**config.mk**
```make
export PLATFORM = sky130hd
export DESIGN_NAME = grid_idprobe
export DESIGN_NICKNAME = d
export VERILOG_FILES = /design/src/rtl/grid_idprobe.sv
export SDC_FILE = /design/constraint.sdc
export NUM_CORES = 1
export LEC_CHECK = 0
export BUFFER_PORTS_ARGS = -buffer_cell sky130_fd_sc_hd__buf_2
export CORE_UTILIZATION = 45
export CTS_CLUSTER_SIZE = 20
export DETAILED_ROUTE_END_ITERATION = 8
export PLACE_DENSITY = 0.72
export SLEW_MARGIN = 10
export SYNTH_ARGS = -nofsm -noshare
export SYNTH_HDL_FRONTEND = slang
export SYNTH_SLANG_ARGS = --single-unit
```
**constraint.sdc**
```tcl
create_clock -name csi_MCLK_clk -period 5.59 [get_ports csi_MCLK_clk]
set_input_delay 1.677 -clock csi_MCLK_clk [delete_from_list [all_inputs] [get_ports csi_MCLK_clk]]
set_output_delay 1.677 -clock csi_MCLK_clk [all_outputs]
set_load 0.05 [all_outputs]
```
**src/rtl/grid_idprobe.sv**
```systemverilog
// Avalon-MM probe master: reads the four-word ID window after reset or on request,
// checks each word against its signature and reports the verdict via a status slave.
module grid_idprobe #(
    parameter logic [31:0] EXP_ID1      = 32'hA5A5A5A5,
    parameter logic [31:0] EXP_ID3      = 32'h5A5A5A5A,
    parameter int unsigned WAIT_TIMEOUT = 255
) (
    input  logic        csi_MCLK_clk,
    input  logic        rsi_MRST_reset,
    output logic [1:0]  avm_Probe_address,
    output logic        avm_Probe_read,
    input  logic [31:0] avm_Probe_readdata,
    input  logic        avm_Probe_waitrequest,
    input  logic        avs_Status_address,
    input  logic        avs_Status_read,
    input  logic        avs_Status_write,
    input  logic [31:0] avs_Status_writedata,
    output logic [31:0] avs_Status_readdata,
    output logic        avs_Status_waitrequest,
    output logic        coe_id_ok
);

    localparam int unsigned IDX_W  = 2;
    localparam int unsigned CNT_W  = 8;
    localparam int unsigned DATA_W = 32;
    localparam logic [CNT_W-1:0] WAIT_LAST = CNT_W'(WAIT_TIMEOUT - 1);
    localparam logic [IDX_W-1:0] IDX_LAST  = IDX_W'(3);

    typedef enum logic [1:0] {
        S_START = 2'd0,
        S_REQ   = 2'd1,
        S_DONE  = 2'd2,
        S_FAIL  = 2'd3
    } state_t;

    state_t             state, state_n;
    logic [IDX_W-1:0]   idx, idx_n;
    logic [CNT_W-1:0]   wait_cnt, wait_cnt_n;
    logic [CNT_W-1:0]   run_count, run_count_n;
    logic               pass, pass_n;
    logic               mismatch, mismatch_n;
    logic               timeout, timeout_n;
    logic [IDX_W-1:0]   fail_index, fail_index_n;
    logic [DATA_W-1:0]  fail_data, fail_data_n;
    logic               read_n;
    logic [IDX_W-1:0]   address_n;
    logic               busy;
    logic               restart;

    // Expected signature for each word of the ID window
    function automatic logic [DATA_W-1:0] exp_word(input logic [IDX_W-1:0] i);
        case (i)
            2'd1:    exp_word = EXP_ID1;
            2'd3:    exp_word = EXP_ID3;
            default: exp_word = '0;
        endcase
    endfunction

    assign busy    = (state == S_START) || (state == S_REQ);
    assign restart = avs_Status_write && !avs_Status_address && avs_Status_writedata[0];

    // Next-state and next-register values
    always_comb begin
        state_n      = state;
        idx_n        = idx;
        wait_cnt_n   = wait_cnt;
        run_count_n  = run_count;
        pass_n       = pass;
        mismatch_n   = mismatch;
        timeout_n    = timeout;
        fail_index_n = fail_index;
        fail_data_n  = fail_data;

        case (state)
            S_START: begin
                state_n    = S_REQ;
                idx_n      = '0;
                wait_cnt_n = '0;
            end
            S_REQ: begin
                if (!avm_Probe_waitrequest) begin
                    wait_cnt_n = '0;
                    if (avm_Probe_readdata == exp_word(idx)) begin
                        if (idx == IDX_LAST) begin
                            state_n     = S_DONE;
                            pass_n      = 1'b1;
                            run_count_n = run_count + CNT_W'(1);
                        end else begin
                            idx_n = idx + IDX_W'(1);
                        end
                    end else begin
                        state_n      = S_FAIL;
                        mismatch_n   = 1'b1;
                        fail_index_n = idx;
                        fail_data_n  = avm_Probe_readdata;
                        run_count_n  = run_count + CNT_W'(1);
                    end
                end else if (wait_cnt == WAIT_LAST) begin
                    state_n      = S_FAIL;
                    timeout_n    = 1'b1;
                    fail_index_n = idx;
                    fail_data_n  = '0;
                    run_count_n  = run_count + CNT_W'(1);
                end else begin
                    wait_cnt_n = wait_cnt + CNT_W'(1);
                end
            end
            S_DONE, S_FAIL: begin
                if (restart) begin
                    state_n      = S_START;
                    pass_n       = 1'b0;
                    mismatch_n   = 1'b0;
                    timeout_n    = 1'b0;
                    fail_index_n = '0;
                    fail_data_n  = '0;
                end
            end
            default: state_n = S_START;
        endcase

        read_n    = (state_n == S_REQ);
        address_n = (state_n == S_REQ) ? idx_n : '0;
    end

    always_ff @(posedge csi_MCLK_clk or negedge rsi_MRST_reset) begin
        if (!rsi_MRST_reset) begin
            state             <= S_START;
            idx               <= '0;
            wait_cnt          <= '0;
            run_count         <= '0;
            pass              <= 1'b0;
            mismatch          <= 1'b0;
            timeout           <= 1'b0;
            fail_index        <= '0;
            fail_data         <= '0;
            avm_Probe_read    <= 1'b0;
            avm_Probe_address <= '0;
        end else begin
            state             <= state_n;
            idx               <= idx_n;
            wait_cnt          <= wait_cnt_n;
            run_count         <= run_count_n;
            pass              <= pass_n;
            mismatch          <= mismatch_n;
            timeout           <= timeout_n;
            fail_index        <= fail_index_n;
            fail_data         <= fail_data_n;
            avm_Probe_read    <= read_n;
            avm_Probe_address <= address_n;
        end
    end

    // Zero-wait status slave, read data muxed straight from the registers
    always_comb begin
        avs_Status_readdata = '0;
        if (avs_Status_address) begin
            avs_Status_readdata = fail_data;
        end else begin
            avs_Status_readdata = {16'h0000, run_count, 2'b00, fail_index,
                                   busy, timeout, mismatch, pass};
        end
    end

    assign avs_Status_waitrequest = 1'b0;
    assign coe_id_ok              = pass;

    logic unused_status;
    assign unused_status = &{1'b0, avs_Status_read, avs_Status_writedata[31:1]};

endmodule

```
* Word-level counts from Yosys, hierarchy flattened
Index checks and enable logic that the tools add are counted.
** Storage, ports and cells
- Register bits after elaboration :: 60
- Latch bits :: 0
- Bits in writable memories :: 0
- ROM bits :: 0
- Output and inout bits :: 37
- Memories :: 0
** Cells by class
- $add $sub $neg :: 3
- Multiply operators :: 0
- Divide/modulo/power cells :: 0
- Order comparisons :: 0
- Equality and inequality tests :: 20
- Shift-type cells :: 0
- Mux-type cells :: 43
- Bitwise gates (word level) :: 0
- Reductions and logical operators :: 14
** Operators with widths (number)
- $mux W32 :: 7
- $pmux W32 S2 :: 2
- $mux W8 :: 6
- $eq A32 B32 Y1 :: 1
- $mux W2 :: 13
- $add A8 B1 Y8 const B :: 2
- $pmux W8 S2 :: 1
- $reduce_and A4 Y1 :: 3
- $eq A8 B8 Y1 const B :: 1
- $mux W1 :: 8
- $ne A2 B1 Y1 const B :: 4
- $ne A2 B2 Y1 const B :: 4
- $pmux W2 S2 :: 2
- $eq A2 B1 Y1 const B :: 3
- $eq A2 B2 Y1 const B :: 3
- $ne A3 B2 Y1 const B :: 2
- $ne A3 B3 Y1 const B :: 2
- $pmux W1 S2 :: 3
- $pmux W2 S3 :: 1
- $reduce_and A5 Y1 :: 1
- $reduce_bool A2 Y1 :: 2
- $reduce_and A3 Y1 :: 1
- $add A2 B1 Y2 const B :: 1
- $logic_and A1 B1 Y1 :: 2
- other kinds (5) :: 5

* Longest topological paths before layout
Gate-level depths: netlist of the first run.
- Depth after elaboration :: 10
- Depth in mapped cells :: 9

* Worst setup path before layout of the first run
OpenSTA, ideal clock, no wires.
- Path kind :: input port to output port
- From :: in avs_Status_address
- To :: out avs_Status_readdata[3]
- Arrival :: 3.097 ns
- Path slack :: 0.816 ns
- Stages on the path :: 3
- Path buffers :: 2
- Cell sequence :: clkbuf_1 -> clkbuf_1 -> o21ai_0
** On the way
- Longest elaborated chain between the ends :: 1
** RTL lines
- from (decl) :: line 14 : input logic avs_Status_address,
- $mux W32 :: line 156 : if (avs_Status_address) begin
- to (decl) :: line 18 : output logic [31:0] avs_Status_readdata,
Every way passes these cells.

* Final worst setup path of the first run
- From :: in avs_Status_address
- To :: out avs_Status_readdata[8]
The elaborated chain is that of the path after synthesis.

==> results by group, run 1 <==
Clock network
  • Post-CTS setup buffers: 0
  • CTS root buf: clkbuf_8
  • Number of CTS-inserted buffers: 9
  • Clock Latency Late Sink: 350 ps
  • Hold Buf Count CTS: 0
  • Post-CTS Resized: 0
  • CTS sink cnt: 60
  • Clock buffer depth: 2
  • CTS tree: yes
  • Htree depth: 3
  • Clock slew seen by the registers of the worst setup and hold paths: 60 ps

Placement
  • DP Worst Slack: 1100 ps
  • Area post-placement: 0.00365 mm2
  • Port bufs: 73
  • RePlAce Congestion: 0.812
  • Hpwl dp: 5300 um

Synthesis
  • Mux contribution to synthesized area: 15.4%
  • Ys async rst share: 100%
  • Yosys warns: 0
  • Most frequent cell after synthesis: nand2_1
  • Most frequent cells after synthesis: nand2_1, dfrtp_1, mux2i_1
  • Top cells by area, synth: dfrtp_1, mux2i_1, nand2_1, mux2_2, and2_1
  • Post-synthesis xor/xnor area fraction: 2.43%
  • Syn Std Cell Area: 0.00324 mm2
  • Simple-gate area share of the yosys netlist: 23.1%
  • Sequential share of the synthesized area: 46.4%
  • Mapped Cells: 338
  • Synth cell types: 43
  • Post-Syn Area per Cell: 9.58 um2
  • Net Count, Synth: 411
  • Yosys top cell area share: 46.4%
  • Post-synthesis compound-gate area fraction: 7.69%
  • Main combinational cell family by area after synthesis: simple AND/OR/NAND/NOR gates
  • Number of flops mapped to enable cells by yosys: 0
  • FF+latch count, synth: 60
  • Cell taking the most area after synthesis: dfrtp_1
  • Adder-Cell Fraction of Synth Area: 1.16%
  • Main synth FF type: dfrtp_1

Critical path
  • CP arrival: 2800 ps
  • Classification of the worst setup path: in -> out
  • Delay-heaviest family, CP: buffers and inverters
  • Slowest stage cell, crit path: buf_2
  • Cells along the critical path: buf_2 -> mux2_2 -> buf_2
  • Flop-to-flop setup slack: 2980 ps
  • Reg-to-reg endpoint: fail_data[16]
  • RR Startpoint: wait_cnt[0]
  • Most Frequent Cell on Critical Path: buf_2
  • Reg2reg path depth: 8
  • Crit start category: input pin
  • Worst EP required: 3910 ps
  • Max incr delay on CP: 460 ps
  • Worst Path Buf+Inv: 2
  • Critical Path Sink Type: output port
  • Critical path fanouts, max: 34

STA
  • Fin. max-slew vios: 0
  • Slew margin rel.: 48.7%
  • Period utilization: 80.0%
  • Setup_tns: 0 ps
  • Final Hold Slack: 479 ps
  • Clk_skew: 7.37 ps
  • Fmax: 0.223 GHz
  • # setup viols final: 0
  • PnR worst setup slack: 1120 ps
  • RSZ-0062 raised after global routing: false
  • Endpoints failing hold: 0
  • Least-Margin Pin Slew: 770 ps
  • Min Tclk post-route: 4470 ps

Global route
  • GR Overflow Total: 0
  • First-pass GRT wire length: 12800 um
  • Vias in the first global route: 2600
  • Initial antenna violation count: 0
  • GRT Util Overall: 22.4%
  • Largest net degree at the start of global routing: 61

Route
  • Routed vias: 2684
  • Vias/cell: 5.31
  • Pre-Repair DR Iteration Count: 7
  • Drt drc: 0
  • DRT iter0 DRCs: 183
  • Routed wire length: 7660 um
  • ANT nets after route: 0
  • DR WL/cell: 15.2 um

Min path
  • Hold Path Class: reg -> reg
  • Hold path cells: 1
  • HP Start: run_count[7]
  • WHS Endpoint: run_count[7]

Finish
  • Reg area: 0.00150 mm2
  • Nets: 479
  • Filler Cells Inserted: 644
  • Layout cells sized above 1: 27.4%
  • Area growth syn-to-layout: 18.0%
  • Multi-input logic area: 0.00162 mm2
  • N_diodes: 0
  • Fin area: 0.00382 mm2

Die
  • I/O Pins: 107
  • Core area: 0.00687 mm2
  • DIE AREA: 0.00754 mm2
  • Die Wd: 86.8 um
  • Site Rows: 30
  • Starting Density: 47.1%
  • Die Y: 86.8 um

Job
  • Max_cap viols: 0

Power
  • Overall Power: 1.63 mW
  • PD cells: 426 mW/mm2
  • Worst vdd ir: 0.000232 V
  • Leak: 1.81 nW

Status
  • Status: completed
[cell type report]
class	count	area share [%]
Inverter	5	0.491
Clock inverter	2	0.262
Multi-Input combinational cell	254	42.4
Tap cell	96	3.14
Clock buffer	12	4.32
Sequential cell	60	39.3
Timing Repair Buffer	76	10.1
[report_power, final]
group          total (mW)  internal, mW  switching [mW]
registers           0.652         0.550           0.102
logic               0.623         0.202           0.420
clock network       0.355         0.191           0.164
[cells by family (layout without fill, tap and decap cells)]
kind of cell / after synthesis / count (layout)
simple gates: 158 / 158
flops: 60 / 60
mux: 48 / 48
compound gates: 35 / 35
buf+inv: 24 / 95
xor+xnor: 9 / 9
fa+ha+maj: 3 / 3
other cells: 1 / 1
[registers in the layout, indices dropped and copies added (netlist names)]
signal             count
avm_Probe_address      2
avm_Probe_read         1
coe_id_ok              1
fail_data             32
fail_index             2
idx                    2
mismatch               1
run_count              8
state                  2
timeout                1
wait_cnt               8
[through the flow]
step	std cells	util (%)
after floorplan	338	-
after global placement	491	53.1
after detailed placement	491	53.1
after CTS	505	55.6
after global routing	505	55.6
final	505	55.6
[layout by cell type (no fill, tap or decap), types with 2 or more instances in the layout]
cell	count
and2_1	19
nand2_1	80
dfrtp_1	60
nand4_1	12
mux2i_1	34
o221a_2	2
a31oi_1	2
a21o_1	3
nor4_1	8
inv_1	5
nand3_1	8
nor3_1	2
and3_1	3
clkbuf_8	12
mux2_2	13
buf_4	3
o21ai_0	13
xnor2_1	8
clkinv_2	2
or3_1	3
ha_1	3
buf_2	73
nor2_1	15
a21oi_1	5
[per-layer routing]
| layer | global-route usage, % | vias to the layer above | part of all wire [%] |
|---|---|---|---|
| met2 | 34.4 | 91 | 48 |
| met4 | 7.58 | 0 | 1.5 |
| met3 | 5.52 | 10 | 5.5 |
| met1 | 30.9 | 1286 | 45 |
| li1 | - | 1297 | - |
| met5 | 0 | - | 0 |
[worst max path at each step]
stage / start / cells past startpoint / slack [ps] / to
global placement: avs_Status_address / 3 / 1090 / avs_Status_readdata[5]
floorplan: avs_Status_address / 3 / 820 / avs_Status_readdata[3]
detailed placement: avs_Status_address / 3 / 1100 / avs_Status_readdata[5]
CTS: avs_Status_address / 3 / 1080 / avs_Status_readdata[5]
global route: avs_Status_address / 3 / 1040 / avs_Status_readdata[8]
finish: avs_Status_address / 3 / 1120 / avs_Status_readdata[8]
No activity file was read; power rests on OpenSTA's default activity.
==> run 2, diff against run 1 <==
==> constraint.sdc (replaced) <==
create_clock -name csi_MCLK_clk -period 4.6 [get_ports csi_MCLK_clk]
set_input_delay 1.38 -clock csi_MCLK_clk [delete_from_list [all_inputs] [get_ports csi_MCLK_clk]]
set_output_delay 1.38 -clock csi_MCLK_clk [all_outputs]
set_load 0.05 [all_outputs]
==> run 2 against run 1 <==
Net effect: total power increased by 21%; flip-flop and latch count unchanged; routed wire length shrank 1.1%; critical path depth unchanged; global-route usage fell by 0.20 points; die area unchanged; hold slack got worse by 2.4 ps; critical endpoint is now avs_Status_readdata[5]; largest cell class unchanged; highest routed layer unchanged.
==> results by group, run 2 (synthesis gave the netlist of run 1 again) <==
Status
  • Status: completed

Die
  • Die Wd: 86.8 um
  • Die Y: 86.8 um
  • Starting Density: 47.1%
  • Site Rows: 30
  • DIE AREA: 0.00754 mm2
  • Core area: 0.00687 mm2
  • I/O Pins: 107

Critical path
  • Cells along the critical path: buf_2 -> mux2_2 -> buf_2
  • Max incr delay on CP: 480 ps
  • Flop-to-flop setup slack: 1920 ps
  • CP arrival: 2510 ps
  • Worst EP required: 3220 ps
  • Critical Path Sink Type: output port
  • Crit start category: input pin
  • Slowest stage cell, crit path: buf_2
  • Delay-heaviest family, CP: buffers and inverters
  • Worst Path Buf+Inv: 2
  • Classification of the worst setup path: in -> out
  • Most Frequent Cell on Critical Path: buf_2
  • Critical path fanouts, max: 34

Finish
  • Core Util, Final: 55.6%
  • Biggest regs: fail_data: 32 flops, run_count: 8 flops, wait_cnt: 8 flops
  • Commonest non-fill, non-tap cells in the layout: nand2_1, buf_2, dfrtp_1, mux2i_1, and2_1
  • Fin area: 0.00382 mm2
  • N_diodes: 0
  • Filler Cells Inserted: 653
  • Area growth syn-to-layout: 17.9%
  • Nets: 479
  • Most common cell after layout, fill and taps aside: nand2_1
  • Largest register FFs: 32
  • Layout cells sized above 1: 27.1%
  • Biggest register: fail_data

Clock network
  • CTS sink cnt: 60
  • Post-CTS Resized: 0
  • Post-CTS setup buffers: 0
  • Clock Latency Late Sink: 340 ps
  • Clock buffer depth: 2
  • CTS root buf: clkbuf_8
  • Number of CTS-inserted buffers: 9
  • Hold Buf Count CTS: 0
  • Htree depth: 3
  • CTS tree: yes
  • Clock slew seen by the registers of the worst setup and hold paths: 60 ps

Power
  • Leak: 1.81 nW
  • Clock network power share: 21.4%
  • Psw: 0.829 mW
  • Int Power: 1.13 mW
  • Combinational Power Share: 38.3%
  • Sw frac: 42.2%
  • PD cells: 515 mW/mm2
  • Reg power frac: 40.2%
  • Worst vdd ir: 0.000341 V

Min path
  • Hold Path Class: reg -> reg

STA
  • RSZ-0062 raised after global routing: false
  • Endpoints failing hold: 0
  • Clk_skew: 6.87 ps
  • Least-Margin Pin Slew: 823 ps
  • Setup_tns: 0 ps
  • Fmax: 0.257 GHz
  • Min Tclk post-route: 3890 ps
  • PnR worst setup slack: 713 ps
  • Slew margin rel.: 45.1%
  • Period utilization: 84.5%
  • Fin. max-slew vios: 0
  • # setup viols final: 0

Route
  • DR WL/cell: 15.0 um
  • Routed wire length: 7580 um
  • DRT iter0 DRCs: 131
  • Pre-Repair DR Iteration Count: 4
  • ANT nets after route: 0
  • Vias/cell: 5.31
  • Drt drc: 0
  • Routed vias: 2689

Placement
  • Area post-placement: 0.00365 mm2
  • Port bufs: 73
  • RePlAce Congestion: 0.767
  • Hpwl dp: 5300 um
  • DP Worst Slack: 701 ps

Global route
  • First-pass GRT wire length: 12700 um
  • Largest net degree at the start of global routing: 38
  • GRT Util Overall: 22.2%
  • Initial antenna violation count: 0
  • Vias in the first global route: 2653
  • GR Overflow Total: 0

Job
  • Max_cap viols: 0
run 2: cell types whose count changed in the layout (fill, tap and decap cells not counted):
cell / before / now
clkbuf_8: 12 / 11
clkbuf_1: 0 / 2
run 2: worst reg2reg max path, stage by stage, from the launching register on:
cell,delay [ps]
dfrtp_1,420
inv_1,70
ha_1,140
inv_1,50
or3_4,410
a211o_1,380
nor2_4,440
buf_4,440
mux2i_1,250
run 2: worst paths after layout:
check,start,endpoint,cells past startpoint
setup / recovery,avs_Status_address,avs_Status_readdata[5],3
hold / removal,run_count[7],run_count[7],1
setup reg to reg,wait_cnt[0],fail_data[8],8
hold reg to reg,run_count[7],run_count[7],1
max in group asynchronous,rsi_MRST_reset,fail_data[31],2
min in group asynchronous,rsi_MRST_reset,fail_data[22],1
run 2: metal layers:
layer	share of wire [%]	global-route usage [%]
met1	46	28.8
met2	48	36.0
met3	5.3	6.29
met4	0.67	6.82
met5	0	0
run 2: layout make-up:
cell class / count / area, um2 / area share [%]
timing repair buffer: 76 / 388 / 10.2
multi-input combinational: 254 / 1620 / 42.4
inverter: 5 / 18.8 / 0.492
tap: 96 / 120 / 3.15
clock inverter: 2 / 10.0 / 0.262
sequential: 60 / 1500 / 39.3
clock buffer: 13 / 159 / 4.16
run 2: power groups by stage:
stage | combinational (mW) | sequential (mW) | clock, mW
2_1_floorplan | 0.619 | 0.761 | 0
3_3_place_gp | 0.744 | 0.792 | 0
3_5_place_dp | 0.759 | 0.797 | 0
4_1_cts | 0.761 | 0.790 | 0.429
5_1_grt | 0.823 | 0.814 | 0.452
6_report | 0.753 | 0.790 | 0.421
run 2: stage by stage:
step	hold WS (ps)	power, mW	instances
after global routing	508	2.09	506
after global placement	458	1.54	491
final	476	1.96	506
after CTS	476	1.98	506
after floorplan	442	1.38	338
after detailed placement	463	1.56	491
==> run 3, diff against run 2 <==
--- a/config.mk
+++ b/config.mk
@@ -5,11 +5,12 @@
 export SDC_FILE = /design/constraint.sdc
 export NUM_CORES = 1
 export LEC_CHECK = 0
+export ABC_AREA = 1
 export BUFFER_PORTS_ARGS = -buffer_cell sky130_fd_sc_hd__buf_2
 export CORE_UTILIZATION = 45
 export CTS_CLUSTER_SIZE = 20
 export DETAILED_ROUTE_END_ITERATION = 8
-export PLACE_DENSITY = 0.72
+export PLACE_DENSITY = 0.74
 export SLEW_MARGIN = 10
 export SYNTH_ARGS = -nofsm -noshare
 export SYNTH_HDL_FRONTEND = slang
==> constraint.sdc (replaced) <==
create_clock -name csi_MCLK_clk -period 3.3 [get_ports csi_MCLK_clk]
set_input_delay 0.99 -clock csi_MCLK_clk [delete_from_list [all_inputs] [get_ports csi_MCLK_clk]]
set_output_delay 0.99 -clock csi_MCLK_clk [all_outputs]
set_load 0.05 [all_outputs]
==> run 3 against run 2 <==
Net effect: total power grew 64%; sequential power grew 43%; clock power grew 37%; clock skew grew 4.6 ps; hold slack lost 3.2 ps; combinational power grew 100%; final cell count grew 35%; utilization shrank 1.2 points; first-iteration DRC count grew 56%.
==> results by group, run 3 <==
STA
  • Clk_skew: 11.4 ps
  • Least-Margin Pin Slew: 509 ps
  • # setup viols final: 0
  • Fin. max-slew vios: 0
  • Endpoints failing hold: 0
  • Slew margin rel.: 66.1%
  • Min Tclk post-route: 3050 ps
  • RSZ-0062 raised after global routing: false
  • Fmax: 0.328 GHz
  • Period utilization: 92.3%

Global route
  • Initial antenna violation count: 0
  • GR Overflow Total: 0
  • Met2 Usage GRT: 40.0%
  • First-pass GRT wire length: 15000 um
  • Largest net degree at the start of global routing: 69
  • GRT Util Overall: 22.6%
  • Vias in the first global route: 3334
  • Met1 global-route usage: 28.1%
  • Global Route met3 Usage: 4.02%
  • GR peak layer: met2

Die
  • Core area: 0.00769 mm2
  • Die Y: 91.1 um
  • Die Wd: 91.1 um
  • Starting Density: 46.5%
  • Site Rows: 32
  • I/O Pins: 107
  • DIE AREA: 0.00831 mm2

Finish
  • Reg area: 0.00150 mm2
  • Commonest non-fill, non-tap cells in the layout: nand2_1, buf_2, dfrtp_1, nand3_1, nor2_1
  • Most common cell after layout, fill and taps aside: nand2_1
  • Biggest regs: fail_data: 32 flops, run_count: 8 flops, wait_cnt: 8 flops
  • Biggest register: fail_data
  • Filler Cells Inserted: 798
  • Fin area: 0.00418 mm2
  • Nets: 650
  • Largest register FFs: 32
  • Core Util, Final: 54.4%
  • Layout cells sized above 1: 20.8%
  • Multi-input logic area: 0.00174 mm2
  • Area growth syn-to-layout: 16.9%
  • N_diodes: 0

Clock network
  • CTS tree: yes
  • Clock slew seen by the registers of the worst setup and hold paths: 70 ps
  • Hold Buf Count CTS: 0
  • CTS sink cnt: 60
  • Clock buffer depth: 2
  • Htree depth: 3
  • Post-CTS setup buffers: 0
  • CTS root buf: clkbuf_8
  • Post-CTS Resized: 0
  • Number of CTS-inserted buffers: 9
  • Clock Latency Late Sink: 340 ps

Power
  • Leak: 2.20 nW
  • Worst vdd ir: 0.000377 V
  • PD cells: 769 mW/mm2

Critical path
  • Classification of the worst setup path: in -> out
  • Worst EP required: 2310 ps
  • Flop-to-flop setup slack: 1320 ps
  • Critical Path Sink Type: output port
  • Crit start category: input pin
  • Max incr delay on CP: 410 ps
  • Most Frequent Cell on Critical Path: buf_2
  • Cells along the critical path: buf_2 -> buf_12 -> nand2_1 -> o21ai_0 -> buf_2
  • Slowest stage cell, crit path: buf_2
  • Critical path fanouts, max: 24
  • CP arrival: 2060 ps

Route
  • DR WL/cell: 12.6 um
  • DRT iter0 DRCs: 205
  • ANT nets after route: 0
  • Vias/cell: 5.00
  • Drt drc: 0
  • Routed wire length: 8640 um
  • Routed vias: 3417
  • Pre-Repair DR Iteration Count: 4

Synthesis
  • Yosys warns: 0
  • Mapped Cells: 509
  • Sequential share of the synthesized area: 42.0%
  • FF+latch count, synth: 60
  • Cell taking the most area after synthesis: dfrtp_1
  • Yosys top cell area share: 42.0%
  • Ys async rst share: 100%
  • Synth cell types: 30
  • Syn Std Cell Area: 0.00358 mm2
  • Most frequent cells after synthesis: nand2_1, dfrtp_1, nand3_1
  • Main synth FF type: dfrtp_1
  • Number of flops mapped to enable cells by yosys: 0
  • Post-Syn Area per Cell: 7.03 um2
  • Most frequent cell after synthesis: nand2_1
  • Net Count, Synth: 582
  • Top cells by area, synth: dfrtp_1, nand2_1, nand3_1, o21ai_0, nor2_1

Placement
  • RePlAce Congestion: 0.864
  • Port bufs: 73
  • Hpwl dp: 6290 um
  • Area post-placement: 0.00402 mm2

Status
  • Status: completed

Job
  • Max_cap viols: 0

Min path
  • Hold Path Class: reg -> reg
## run 3: cell count changes in the layout (fill, tap and decap cells not counted), sizes merged, moves of 4 or more
cell / change
and2: -15
inv: +51
mux2: -12
mux2i: -34
nand2: +75
nand3: +52
nand4: -11
nor2: +42
nor4: -6
o21ai: +50
or3: -4
xnor2: -8
## run 3: report_power, final
group / leakage (nW) / switching (mW) / internal (mW)
Clock: 0.0844 / 0.286 / 0.292
Sequential: 0.804 / 0.150 / 0.977
Combinational: 1.31 / 1.12 / 0.387
## run 3: logic make-up (layout without fill, tap and decap cells)
family,count (synthesis),after routing,synth area share (%)
AND/OR/NAND/NOR,288,288,34.0
flip-flops,60,60,42.0
other,1,1,0.105
AO/OA/AOI/OAI,72,72,11.8
adder cells (fa/ha/maj),3,3,1.05
XOR/XNOR,4,4,0.980
multiplexers,2,2,0.630
buffers and inverters,79,152,9.41
## run 3: layout make-up
class / count / share of cell area [%]
clock buffer: 14 / 3.65
sequential: 60 / 35.9
tap: 102 / 3.05
clock inverter: 2 / 0.240
timing repair buffer: 79 / 10.4
inverter: 57 / 5.12
multi-input combinational: 370 / 41.6
## run 3: metrics by stage
step / hold WS, ps / instances / setup WS (ps) / TNS, ps / total power, mW
after floorplan: 441 / 509 / -140 / -1260 / 2.32
final: 473 / 684 / 254 / 0 / 3.21
after global placement: 456 / 668 / 262 / 0 / 2.61
after CTS: 477 / 684 / 271 / 0 / 3.24
after detailed placement: 459 / 668 / 282 / 0 / 2.66
after global routing: 493 / 684 / 180 / 0 / 3.44
## run 3: path summary, 6_finish.rpt
| path | endpoint | startpoint | depth (start not counted) |
|---|---|---|---|
| worst max-delay path | avs_Status_readdata[13] | avs_Status_address | 5 |
| worst min-delay path | run_count[4] | run_count[4] | 2 |
| worst max register to register | fail_data[5] | idx[0] | 12 |
| worst min register to register | run_count[4] | run_count[4] | 2 |
| max in group asynchronous | fail_data[3] | rsi_MRST_reset | 2 |
| min in group asynchronous | fail_data[27] | rsi_MRST_reset | 1 |
## run 3: critical path: cells and delay by family
kind / cells / cell delay [ps]
buf+inv: 3 / 920
compound gates: 1 / 70
simple gates: 1 / 50
## run 3: metal layers
metal  wire length, um  vias to the layer above
met3               325                       11
met4               144                        0
met1              3990                     1590
met2              4180                       69
li1                  -                     1747
met5                 0                        -
